`src/rtl/tmr_scrub_register.sv`:
```
// tmr_scrub_register: K-modular redundant register with a scrub engine.
//
// Keeps K_MMR copies of a WIDTH-bit value and presents the bitwise majority vote.
// A scrub (from scrub_req_i or the period timer) checks every copy against the vote
// and, on any difference, rewrites the voted word into all copies.
//
// Ports:
//   clk_i, rst_i          clock, asynchronous active-high reset
//   wr_en_i, wr_data_i    write strobe / data, loads all copies
//   rd_data_o             majority-voted word
//   mismatch_o            any copy differs from the voted word
//   scrub_req_i           request an immediate scrub
//   scrub_busy_o          engine is in CHECK or REPAIR
//   corrected_o           one-cycle pulse when a repair is written
//   err_count_o           saturating count of scrubs that found a mismatch
//   err_count_clr_i       synchronous clear of err_count_o
//   inj_en_i, inj_copy_i, inj_bit_i  fault injection: invert one bit of one copy
module tmr_scrub_register #(
  parameter int unsigned       K_MMR        = 3,
  parameter int unsigned       WIDTH        = 16,
  parameter logic [WIDTH-1:0]  RESET_VALUE  = '0,
  parameter int unsigned       SCRUB_PERIOD = 1024,
  parameter int unsigned       CNT_WIDTH    = 16
) (
  input  logic                                      clk_i,
  input  logic                                      rst_i,
  input  logic                                      wr_en_i,
  input  logic [WIDTH-1:0]                          wr_data_i,
  output logic [WIDTH-1:0]                          rd_data_o,
  output logic                                      mismatch_o,
  input  logic                                      scrub_req_i,
  output logic                                      scrub_busy_o,
  output logic                                      corrected_o,
  output logic [CNT_WIDTH-1:0]                      err_count_o,
  input  logic                                      err_count_clr_i,
  input  logic                                      inj_en_i,
  input  logic [$clog2(K_MMR)-1:0]                  inj_copy_i,
  input  logic [(WIDTH > 1 ? $clog2(WIDTH) : 1)-1:0] inj_bit_i
);

  if (!(K_MMR == 3 || K_MMR == 5)) begin : g_bad_k
    $error("tmr_scrub_register: K_MMR must be 3 or 5");
  end
  if (WIDTH < 1 || WIDTH > 64) begin : g_bad_width
    $error("tmr_scrub_register: WIDTH must be 1..64");
  end

  localparam int unsigned TW = (SCRUB_PERIOD > 1) ? $clog2(SCRUB_PERIOD) : 1;
  localparam logic [TW-1:0] TimerLast = (SCRUB_PERIOD == 0) ? '0 : TW'(SCRUB_PERIOD - 1);
  localparam logic [2:0] Maj = 3'((K_MMR + 1) / 2);

  typedef enum logic [1:0] {StIdle, StCheck, StRepair} state_e;

  state_e                state_q, state_d;
  logic                  pending_q, pending_d;
  logic [TW-1:0]         timer_q, timer_d;
  logic [CNT_WIDTH-1:0]  cnt_q, cnt_d;
  logic [WIDTH-1:0]      copy_q [K_MMR];
  logic [WIDTH-1:0]      copy_d [K_MMR];

  logic [WIDTH-1:0] voted;
  logic [2:0]       ones;
  logic             diff;
  logic             tc;
  logic             trig;
  logic             repair;
  logic             inj_valid;

  // Per-bit majority vote and copy comparison.
  always_comb begin
    voted = '0;
    ones  = '0;
    for (int b = 0; b < WIDTH; b++) begin
      ones = '0;
      for (int k = 0; k < K_MMR; k++) begin
        ones = ones + 3'(copy_q[k][b]);
      end
      voted[b] = (ones >= Maj);
    end
    diff = 1'b0;
    for (int k = 0; k < K_MMR; k++) begin
      diff = diff | (copy_q[k] != voted);
    end
  end

  assign rd_data_o    = voted;
  assign mismatch_o   = diff;
  assign scrub_busy_o = (state_q != StIdle);
  assign repair       = (state_q == StRepair);
  // A write in the REPAIR cycle overrides the repair data, so no correction is reported.
  assign corrected_o  = repair & ~wr_en_i;
  assign err_count_o  = cnt_q;

  assign tc        = (SCRUB_PERIOD != 0) && (timer_q == TimerLast);
  assign trig      = scrub_req_i | tc;
  assign inj_valid = inj_en_i && (32'(inj_copy_i) < K_MMR) && (32'(inj_bit_i) < WIDTH);

  always_comb begin
    // Free-running period timer, independent of the scrub state.
    timer_d = '0;
    if (SCRUB_PERIOD != 0) begin
      timer_d = tc ? '0 : timer_q + 1'b1;
    end

    state_d   = state_q;
    pending_d = pending_q;
    case (state_q)
      StIdle: begin
        if (trig || pending_q) begin
          state_d   = StCheck;
          pending_d = 1'b0;
        end
      end
      StCheck: begin
        state_d = diff ? StRepair : StIdle;
        if (trig) pending_d = 1'b1;
      end
      StRepair: begin
        state_d = StIdle;
        if (trig) pending_d = 1'b1;
      end
      default: state_d = StIdle;
    endcase

    // Write beats repair beats injection; the loser is dropped.
    for (int k = 0; k < K_MMR; k++) begin
      copy_d[k] = copy_q[k];
    end
    if (wr_en_i) begin
      for (int k = 0; k < K_MMR; k++) copy_d[k] = wr_data_i;
    end else if (repair) begin
      for (int k = 0; k < K_MMR; k++) copy_d[k] = voted;
    end else if (inj_valid) begin
      copy_d[inj_copy_i][inj_bit_i] = ~copy_q[inj_copy_i][inj_bit_i];
    end

    cnt_d = cnt_q;
    if (err_count_clr_i) begin
      cnt_d = repair ? CNT_WIDTH'(1) : '0;
    end else if (repair && !(&cnt_q)) begin
      cnt_d = cnt_q + 1'b1;
    end
  end

  always_ff @(posedge clk_i or posedge rst_i) begin
    if (rst_i) begin
      state_q   <= StIdle;
      pending_q <= 1'b0;
      timer_q   <= '0;
      cnt_q     <= '0;
      for (int k = 0; k < K_MMR; k++) copy_q[k] <= RESET_VALUE;
    end else begin
      state_q   <= state_d;
      pending_q <= pending_d;
      timer_q   <= timer_d;
      cnt_q     <= cnt_d;
      for (int k = 0; k < K_MMR; k++) copy_q[k] <= copy_d[k];
    end
  end

endmodule
```
`config.mk`:
```
export PLATFORM = sky130hd
export DESIGN_NAME = tmr_scrub_register
export DESIGN_NICKNAME = d
export VERILOG_FILES = /design/src/rtl/tmr_scrub_register.sv
export SDC_FILE = /design/constraint.sdc
export NUM_CORES = 1
export LEC_CHECK = 0
export ABC_CLOCK_PERIOD_IN_PS = 5500
export CORE_MARGIN = 2
export CORE_UTILIZATION = 55
export DETAILED_ROUTE_END_ITERATION = 8
export PLACE_DENSITY_LB_ADDON = 0.15
export SLEW_MARGIN = 30
export SYNTH_ARGS = -nofsm -noshare
export SYNTH_HDL_FRONTEND = slang
export SYNTH_SLANG_ARGS = --single-unit
```
`constraint.sdc`:
```
create_clock -name clk_i -period 5.5 [get_ports clk_i]
set_input_delay 0.55 -clock clk_i [delete_from_list [all_inputs] [get_ports clk_i]]
set_output_delay 0.55 -clock clk_i [all_outputs]
set_load 0.005 [all_outputs]
```
==> results.md, run 1 <==
- The leading area contributor after synthesis is sky130_fd_sc_hd__dfrtp_1.
- The number of failing hold endpoints at the final stage is 0.
- The synthesized netlist net count is 713.
- The clock arrives with 0.0129 ns of skew.
- The first TritonRoute pass finished after 5 iterations.
- The slowest library cell on the worst path is sky130_fd_sc_hd__clkdlybuf4s50_1.
- The worst-case hold path end point is timer_q[9]$_DFF_PP0_.
- The wire-length estimate of the detail-placed layout is 12.4 mm.
- The utilization of the core after routing is 65.4%.
- The total DRC errors in the routed layout is 0.
- The cell type group with the largest total delay on the critical path is simple AND/OR/NAND/NOR gates.
- Dividing total power by cell area gives a power density of 363 nW/um^2.
- The die area is 11,100 sq um.
- The residual overflow from global routing is 0.
- The top-area cell type share of the netlist area is 34.2%.
- For flop-to-flop paths, the worst setup slack is 2.80 ns.
- CTS placed an instance of sky130_fd_sc_hd__clkbuf_8 at the clock tree root.
- The tool flagged a number of max-cap violations equal to 0.
- For this run, the post-layout net count is 766.
- The maximum operating frequency is 267 MHz.
- After clock tree synthesis, the clock-pin slew on the worst setup and hold paths is 0.08 ns.
- The later-pin clock latency in the skew report is 0.37 ns.
- The clock tree from TritonCTS is built.
- From left edge to right edge, the die measures 105 um.
- The critical path goes through ha_1, a21oi_1, xor2_1, o2111ai_1, nor4_1, nand4_1, clkdlybuf4s50_1.
- In this run the remaining antenna-violating nets after routing total 0.
- The antenna diode count is 0.
- Entering global routing, the biggest net connects 41 pins.
- The count of buffer and inverter cells on the critical path is 1.
- CTS built an H-tree with a depth of 3.
- The number of flip-flops and latches in the synthesized netlist is 77.
- Sequential cells were found to cover 34.2% of the synthesized design area.
- The initial antenna violation count is 0.
- The number of buffers created by CTS is 9.
- The post-cts gate resize count is 0.
- The run finished with clean final reports.
- Data arrives at the worst endpoint at 3.20 ns.
- The final non-filler cell total is 855.
- Routability-driven placement finished with a final weighted congestion of 0.949.
- The overall routing resource usage is 31.2%.
- Headroom to the max-slew limit came out at 39.6%.
- The number of DRC markers after the initial detailed-route iteration is 526.
- The nature of the critical path startpoint is a register.
- The initial utilization of the core area, before any placement, comes to 57.1%.
- The warning count from the yosys run is 0.
- In this run, distinct cell masters in the synthesized netlist total 70.
- Input and output buffers added on the ports amount to 62.
- The synthesized cell area is 5640 sq um.
- The count of clock tree sinks is 77.
- VDD sags by at most 0.000177 V.
- In the synthesized netlist the dominant register cell turns out to be sky130_fd_sc_hd__dfrtp_1.
- The die is 105 um tall.
- The number of flops mapped to enable cells by yosys is 0.
- The number of cells traversed by the worst register-to-register path is 7.
- Synthesis handed over a netlist of 664 instances.
- The via count normalized by instance count is 6.55.
- Subtracting the final worst setup slack from the clock period gives 3.75 ns.
- The count of hold buffers inserted by post-cts repair is 0.
- The via count of the first global-routing pass is 5,391.
- The synthesis-to-finish area growth is 14.5%.
- At the worst endpoint, the required time is 4.95 ns.
- Along the worst path, the maximum fanout reaches 4.
- The summed negative setup slack over all endpoints is 0 ns.
- The worst register-to-register path ends at state_q[1]$_DFFE_PP0P_.
- Setup repair after global routing left no endpoint under its margin.
- In this run the standard cell core region covers 9860 sq um.
- The wire length of the first global-routing pass is 27.4 mm.
- The number of max-slew violations in the final report is 0.
- In this run, placement finished with an instance count of 839.
- The element type at the critical path end is a primary output.
- Sorting the synthesized cells by area gives the leading types as sky130_fd_sc_hd__dfrtp_1 34%, sky130_fd_sc_hd__a21oi_1 6.8%, sky130_fd_sc_hd__o21ai_0 5.2%.
- Counting instances, the worst hold path has a depth of 1.
- Counting along the longest clock path gives a buffer depth of 2.
- The post-route fraction of the period consumed by the critical path is 68.2%.
- The final route contains 5,602 vias.
- In this run the worst setup path begins at copy_q[10]$_DFFE_PP0P_.
- The leakage power summed over all cells is 2.63 nW.
- In this run the worst hold path is classified as register to register.
- Setup violations remaining at the end of the flow were counted as 0.
- The I/O pin count is 63.
- The transition time of the tightest slew-check pin is 0.904 ns.
- The average cell area after synthesis is 8.49 sq um.
- In the final routed layout, each cell accounts on average for 20.0 um.
- The total number of placement rows is 36.
- The final layout contains routed wiring with a total length of 17.1 mm.
- The number of setup buffers added after CTS is 0.
- The maximum single-stage delay on the critical path is 0.52 ns.
- The startpoint identified for the worst register-to-register timing path is copy_q[10]$_DFFE_PP0P_.
- For this run, asynchronously set or reset flops after synthesis account for 100%.
- By startpoint and endpoint, the worst setup path is classified as register to primary output.
- In the final layout, the share of cells above drive strength 1 is 7.20%.
- The startpoint identified for the worst hold timing path is timer_q[9]$_DFF_PP0_.
## kinds of logic (layout without fill, tap and decap cells)
kind of cell / Yosys count / count (layout) / synth area share [%]
buffers and inverters: 60 / 118 / 5.77
flip-flops: 77 / 77 / 34.2
AO/OA/AOI/OAI: 236 / 236 / 26.6
XOR/XNOR: 23 / 23 / 3.57
adder cells (fa/ha/maj): 21 / 21 / 4.66
multiplexers: 22 / 22 / 4.51
AND/OR/NAND/NOR: 225 / 225 / 20.6
## area by class of cell
class,count,area (sq um)
Clock buffer,10,138
Clock inverter,6,53.8
Fill cell,862,3410
Inverter,35,131
Multi-Input combinational cell,527,3380
Sequential cell,77,1930
Tap cell,133,166
Timing Repair Buffer,67,653
## through the flow
stage	cell area, sq um	total power [mW]	setup slack, ns	hold WS, ns
after floorplan	5640	1.49	2.98	0.448
after global placement	6270	1.85	2.04	0.467
after detailed placement	6270	1.89	1.95	0.481
after CTS	6460	2.32	1.87	0.492
after global routing	6450	2.49	1.72	0.522
final	6450	2.34	1.75	0.492
## power breakdown
part | switching [mW] | internal [mW]
sequential | 0.172 | 0.680
combinational | 0.583 | 0.480
clock | 0.246 | 0.184
total | 1.00 | 1.34
## layer usage
metal | wire [um] | track usage (%)
met5 | 0 | 0
met4 | 445 | 11.4
met3 | 1660 | 7.11
met2 | 7850 | 49.4
met1 | 7120 | 41.8
## sequential cells by signal, indices dropped and copies added, names as in the netlist
register and flops:
timer_q 10, copy_q 48, pending_q 1, state_q 2, err_count_o 16
## how the worst max path moves through the flow
| stage | end | slack, ns | depth (start not counted) |
|---|---|---|---|
| finish | mismatch_o | 1.75 | 7 |
| global route | mismatch_o | 1.72 | 7 |
| CTS | mismatch_o | 1.87 | 7 |
| detailed placement | corrected_o | 1.95 | 5 |
| global placement | corrected_o | 2.04 | 5 |
| floorplan | copy_q[0]$_DFFE_PP0P_ | 2.98 | 1 |
## cell usage after synthesis (4+ instances only)
master and instances:
sky130_fd_sc_hd__dfrtp_1 77, sky130_fd_sc_hd__o41ai_1 7, sky130_fd_sc_hd__and4_1 4, sky130_fd_sc_hd__and3_1 8, sky130_fd_sc_hd__nand2_1 51, sky130_fd_sc_hd__a21o_1 10
sky130_fd_sc_hd__inv_1 33, sky130_fd_sc_hd__ha_1 21, sky130_fd_sc_hd__a31oi_1 7, sky130_fd_sc_hd__mux2i_1 10, sky130_fd_sc_hd__nand3_1 25, sky130_fd_sc_hd__mux2_2 9
sky130_fd_sc_hd__buf_6 6, sky130_fd_sc_hd__nor2_1 58, sky130_fd_sc_hd__xor2_1 13, sky130_fd_sc_hd__clkbuf_8 5, sky130_fd_sc_hd__o211ai_1 6, sky130_fd_sc_hd__clkbuf_1 11
sky130_fd_sc_hd__o21ai_0 58, sky130_fd_sc_hd__or3_1 9, sky130_fd_sc_hd__a211oi_1 4, sky130_fd_sc_hd__nor2b_1 9, sky130_fd_sc_hd__o22ai_1 7, sky130_fd_sc_hd__nand2b_1 10
sky130_fd_sc_hd__xnor2_1 10, sky130_fd_sc_hd__nand4_1 6, sky130_fd_sc_hd__nor4_1 4, sky130_fd_sc_hd__a22oi_1 17, sky130_fd_sc_hd__o311ai_1 11, sky130_fd_sc_hd__a21oi_1 77
sky130_fd_sc_hd__nor3_1 18, sky130_fd_sc_hd__o221ai_1 4
## cells in the final DEF (no fill, tap or decap), types with 3 or more instances in the layout
| master | n |
|---|---|
| sky130_fd_sc_hd__a21oi_1 | 77 |
| sky130_fd_sc_hd__dfrtp_1 | 77 |
| sky130_fd_sc_hd__clkdlybuf4s50_1 | 61 |
| sky130_fd_sc_hd__nor2_1 | 58 |
| sky130_fd_sc_hd__o21ai_0 | 58 |
| sky130_fd_sc_hd__nand2_1 | 51 |
| sky130_fd_sc_hd__inv_1 | 32 |
| sky130_fd_sc_hd__nand3_1 | 25 |
| sky130_fd_sc_hd__ha_1 | 21 |
| sky130_fd_sc_hd__nor3_1 | 18 |
| sky130_fd_sc_hd__a22oi_1 | 17 |
| sky130_fd_sc_hd__xor2_1 | 13 |
| sky130_fd_sc_hd__o311ai_1 | 11 |
| sky130_fd_sc_hd__nand2b_1 | 10 |
| sky130_fd_sc_hd__mux2i_1 | 10 |
| sky130_fd_sc_hd__a21o_1 | 10 |
| sky130_fd_sc_hd__xnor2_1 | 10 |
| sky130_fd_sc_hd__clkbuf_8 | 10 |
| sky130_fd_sc_hd__nor2b_1 | 9 |
| sky130_fd_sc_hd__or3_1 | 9 |
| sky130_fd_sc_hd__mux2_2 | 9 |
| sky130_fd_sc_hd__and3_1 | 8 |
| sky130_fd_sc_hd__o41ai_1 | 7 |
| sky130_fd_sc_hd__a31oi_1 | 7 |
| sky130_fd_sc_hd__o22ai_1 | 7 |
| sky130_fd_sc_hd__o211ai_1 | 6 |
| sky130_fd_sc_hd__nand4_1 | 6 |
| sky130_fd_sc_hd__buf_4 | 5 |
| sky130_fd_sc_hd__nor4_1 | 4 |
| sky130_fd_sc_hd__o221ai_1 | 4 |
| sky130_fd_sc_hd__a211oi_1 | 4 |
| sky130_fd_sc_hd__and4_1 | 4 |
| sky130_fd_sc_hd__and2_1 | 3 |
| sky130_fd_sc_hd__a22o_1 | 3 |
| sky130_fd_sc_hd__o21ai_1 | 3 |
| sky130_fd_sc_hd__or2_2 | 3 |
| sky130_fd_sc_hd__o31ai_1 | 3 |
| sky130_fd_sc_hd__nor3b_1 | 3 |
Power figures use the tool's default switching activity.
==> run 2: changes to the inputs <==
Settings changed: ABC_CLOCK_PERIOD_IN_PS 5500 to 3900.
Clock period 5.5 ns to 3.9 ns, I/O delays scaled along.
==> results.md, run 2 (same netlist as run 1, synthesis figures left out) <==
- The headroom to the max-slew limit was 48.6% (+9.0 points).
- The most critical setup path has its endpoint at mismatch_o.
- The clock period minus final worst setup slack is 3.45 ns.
- The number of failing hold endpoints at the final stage came to 0 (unchanged).
- The flop-to-flop setup slack is 1.35 ns (-1.45 ns).
- The minimum setup slack in the final design was 0.453 ns (-1.30 ns).
- The antenna diode count is 0 (unchanged).
- The routability congestion estimate is 0.974 (+2.7%).
- The number of setup violations in the final report is 0 (unchanged).
- The clock input transition at the sequential cells of the worst setup and hold paths is 0.09 ns (about the same).
- The number of buffers created by CTS is 9 (unchanged).
- The worst register-to-register path ends at state_q[1]$_DFFE_PP0P_.
- The number of setup buffers added after CTS is 0 (unchanged).
- The area growth from synthesis to layout is 15.5%.
- The worst setup path is launched from a register.
- The post-cts gate resize count is 0 (unchanged).
- The worst setup path is of the register to primary output kind.
- The via count normalized by instance count is 6.53 (-0.33%).
- The clock tree from TritonCTS is built.
- The number of buffers on the longest clock path was 2 (unchanged).
- The die extent in x is 105 um (unchanged).
- The number of nets still failing antenna checks after routing is 0 (unchanged).
- The number of DRC markers after the initial detailed-route iteration is 470 (-11%).
- The final non-filler cell total is 858 (+0.35%).
- The leakage power summed over all cells is 2.65 nW (+1.0%).
- The count of hold buffers inserted by post-cts repair is 0 (unchanged).
- The summed negative setup slack over all endpoints is 0 ns (unchanged).
- The total number of placement rows was 36 (unchanged).
- The effective utilization at floorplan is 57.1% (unchanged).
- The number of max-slew violations in the final report is 0 (unchanged).
- The transition time of the tightest slew-check pin is 0.769 ns (-0.135 ns).
- The worst slack at placement is 0.796 ns (-1.15 ns).
- The run finished with clean final reports.
- The cell area power density is 516 nW/um^2 (+42%).
- The utilization of the core after routing was 66.0% (+0.56 points).
- The via count of the first global-routing pass is 5,416 (+0.46%).
- The launching point of the worst reg2reg path is copy_q[5]$_DFFE_PP0P_.
- The total number of vias is 5,603 (+0.018%).
- The register with the most flip-flops in the final layout is copy_q.
- The residual overflow from global routing is 0 (unchanged).
- The flip-flop count of the largest register, all copies and words added is 48 (unchanged).
- The die area came to 11,100 sq um (unchanged).
- The initial antenna violation count came to 0 (unchanged).
- The final instance area came to 6510 sq um (+0.85%).
- The number of cells after detailed placement is 842 (+0.36%).
- The net count of the finished layout came to 769 (+0.39%).
- The top cell types in the final layout, fill and taps aside, are 77 x sky130_fd_sc_hd__a21oi_1, 77 x sky130_fd_sc_hd__dfrtp_1, 62 x sky130_fd_sc_hd__clkdlybuf4s50_1, 58 x sky130_fd_sc_hd__nor2_1, 58 x sky130_fd_sc_hd__o21ai_0.
- The H-tree level count came to 3 (unchanged).
- The average routed wire per standard cell is 19.5 um (-2.1%).
- The highest fanout seen on the critical path is 5 (+1).
- The later-pin clock latency in the skew report is 0.37 ns (about the same).
- The routed wire length is 16.8 mm (-1.8%).
- The die span in y is 105 um (unchanged).
- The count of clock tree sinks was 77 (unchanged).
- The final worst clock skew was 0.0147 ns (+0.00181 ns).
- The area inside the core boundary was 9860 sq um (unchanged).
- The most critical setup path has its startpoint at copy_q[5]$_DFFE_PP0P_.
- The HPWL after detailed placement is 12.2 mm (-1.7%).
- The total of max-cap violations is 0 (unchanged).
- The placed cell area is 6300 sq um (+0.56%).
- The required time at the endpoint of the critical path came to 3.51 ns (-1.44 ns).
- The share of layout cells above drive strength 1 came to 7.45% (+0.25 points).
- Setup repair after global routing left no endpoint under its margin.
- The maximum operating frequency is 290 MHz.
- The arrival time of data at the critical path endpoint is 3.06 ns (-0.14 ns).
- The I/O pin count was 63 (unchanged).
- The number of cells traversed by the worst register-to-register path is 7 (unchanged).
- The overall routing resource usage is 30.7% (-0.48 points).
- The wire length of the first global-routing pass is 27.2 mm (-0.53%).
- The number of detailed-route iterations in the first pass is 7 (+2).
- The cell sitting at the root of the clock tree is a sky130_fd_sc_hd__clkbuf_8.
- The type of the most critical hold path is input pin to async pin.
- The worst vdd rail ir drop is 0.000292 V (+66%).
- STA classifies the critical path endpoint as a primary output.
- The pin count of the biggest net entering global routing is 78 (+90%).
- The count of port buffers added during placement came to 62 (unchanged).
- The fill cell instance count of the final layout is 844 (-2.1%).
- The total DRC errors in the routed layout is 0 (unchanged).
- After layout, the worst path uses 88.4% of the clock period.
## run 2: power by group
group          total, mW  switching (mW)  internal, mW
logic               1.51           0.827         0.681
clock network      0.651           0.333         0.318
registers           1.20           0.241         0.960
total               3.36            1.40          1.96
## run 2: final cells by class
class / instances / area (sq um) / area share, %
clock inverters: 6 / 68.8 / 1.06
clock buffers: 10 / 138 / 2.11
flip-flops and latches: 77 / 1930 / 29.6
repair buffers: 70 / 693 / 10.7
well taps: 133 / 166 / 2.56
multi-input cells: 527 / 3380 / 52.0
inverters: 35 / 131 / 2.02
## run 2: metrics by stage
stage               total power, mW  hold WS (ns)
CTS                            3.33         0.453
floorplan                      2.11         0.448
detailed placement             2.67         0.472
global placement               2.63         0.466
finish                         3.36         0.432
global route                   3.56         0.477
## run 2: worst min-delay path by stage
| stage | start | to | cells past startpoint |
|---|---|---|---|
| after floorplan | timer_q[0]$_DFF_PP0_ | timer_q[0]$_DFF_PP0_ | 1 |
| after global placement | timer_q[9]$_DFF_PP0_ | timer_q[9]$_DFF_PP0_ | 1 |
| after detailed placement | timer_q[0]$_DFF_PP0_ | timer_q[0]$_DFF_PP0_ | 1 |
| after CTS | rst_i | err_count_o[13]$_DFFE_PP0P_ | 3 |
| after global routing | rst_i | err_count_o[13]$_DFFE_PP0P_ | 3 |
| final | rst_i | err_count_o[13]$_DFFE_PP0P_ | 3 |
## run 2: critical path, stage by stage, from the launching register on
cell and delay, ns:
sky130_fd_sc_hd__dfrtp_1 0.45, sky130_fd_sc_hd__ha_1 0.32, sky130_fd_sc_hd__a21oi_1 0.50, sky130_fd_sc_hd__xor2_1 0.22, sky130_fd_sc_hd__o2111ai_1 0.17, sky130_fd_sc_hd__nor4_1 0.30, sky130_fd_sc_hd__nand4_1 0.23, sky130_fd_sc_hd__clkdlybuf4s50_1 0.50
## run 2: layer usage
layer	wire length [um]	track usage, %	vias up
met4	521	12.9	0
met3	1620	6.93	49
met2	7560	45.9	295
met5	0	0	-
met1	7070	42.9	2671
li1	-	-	2588
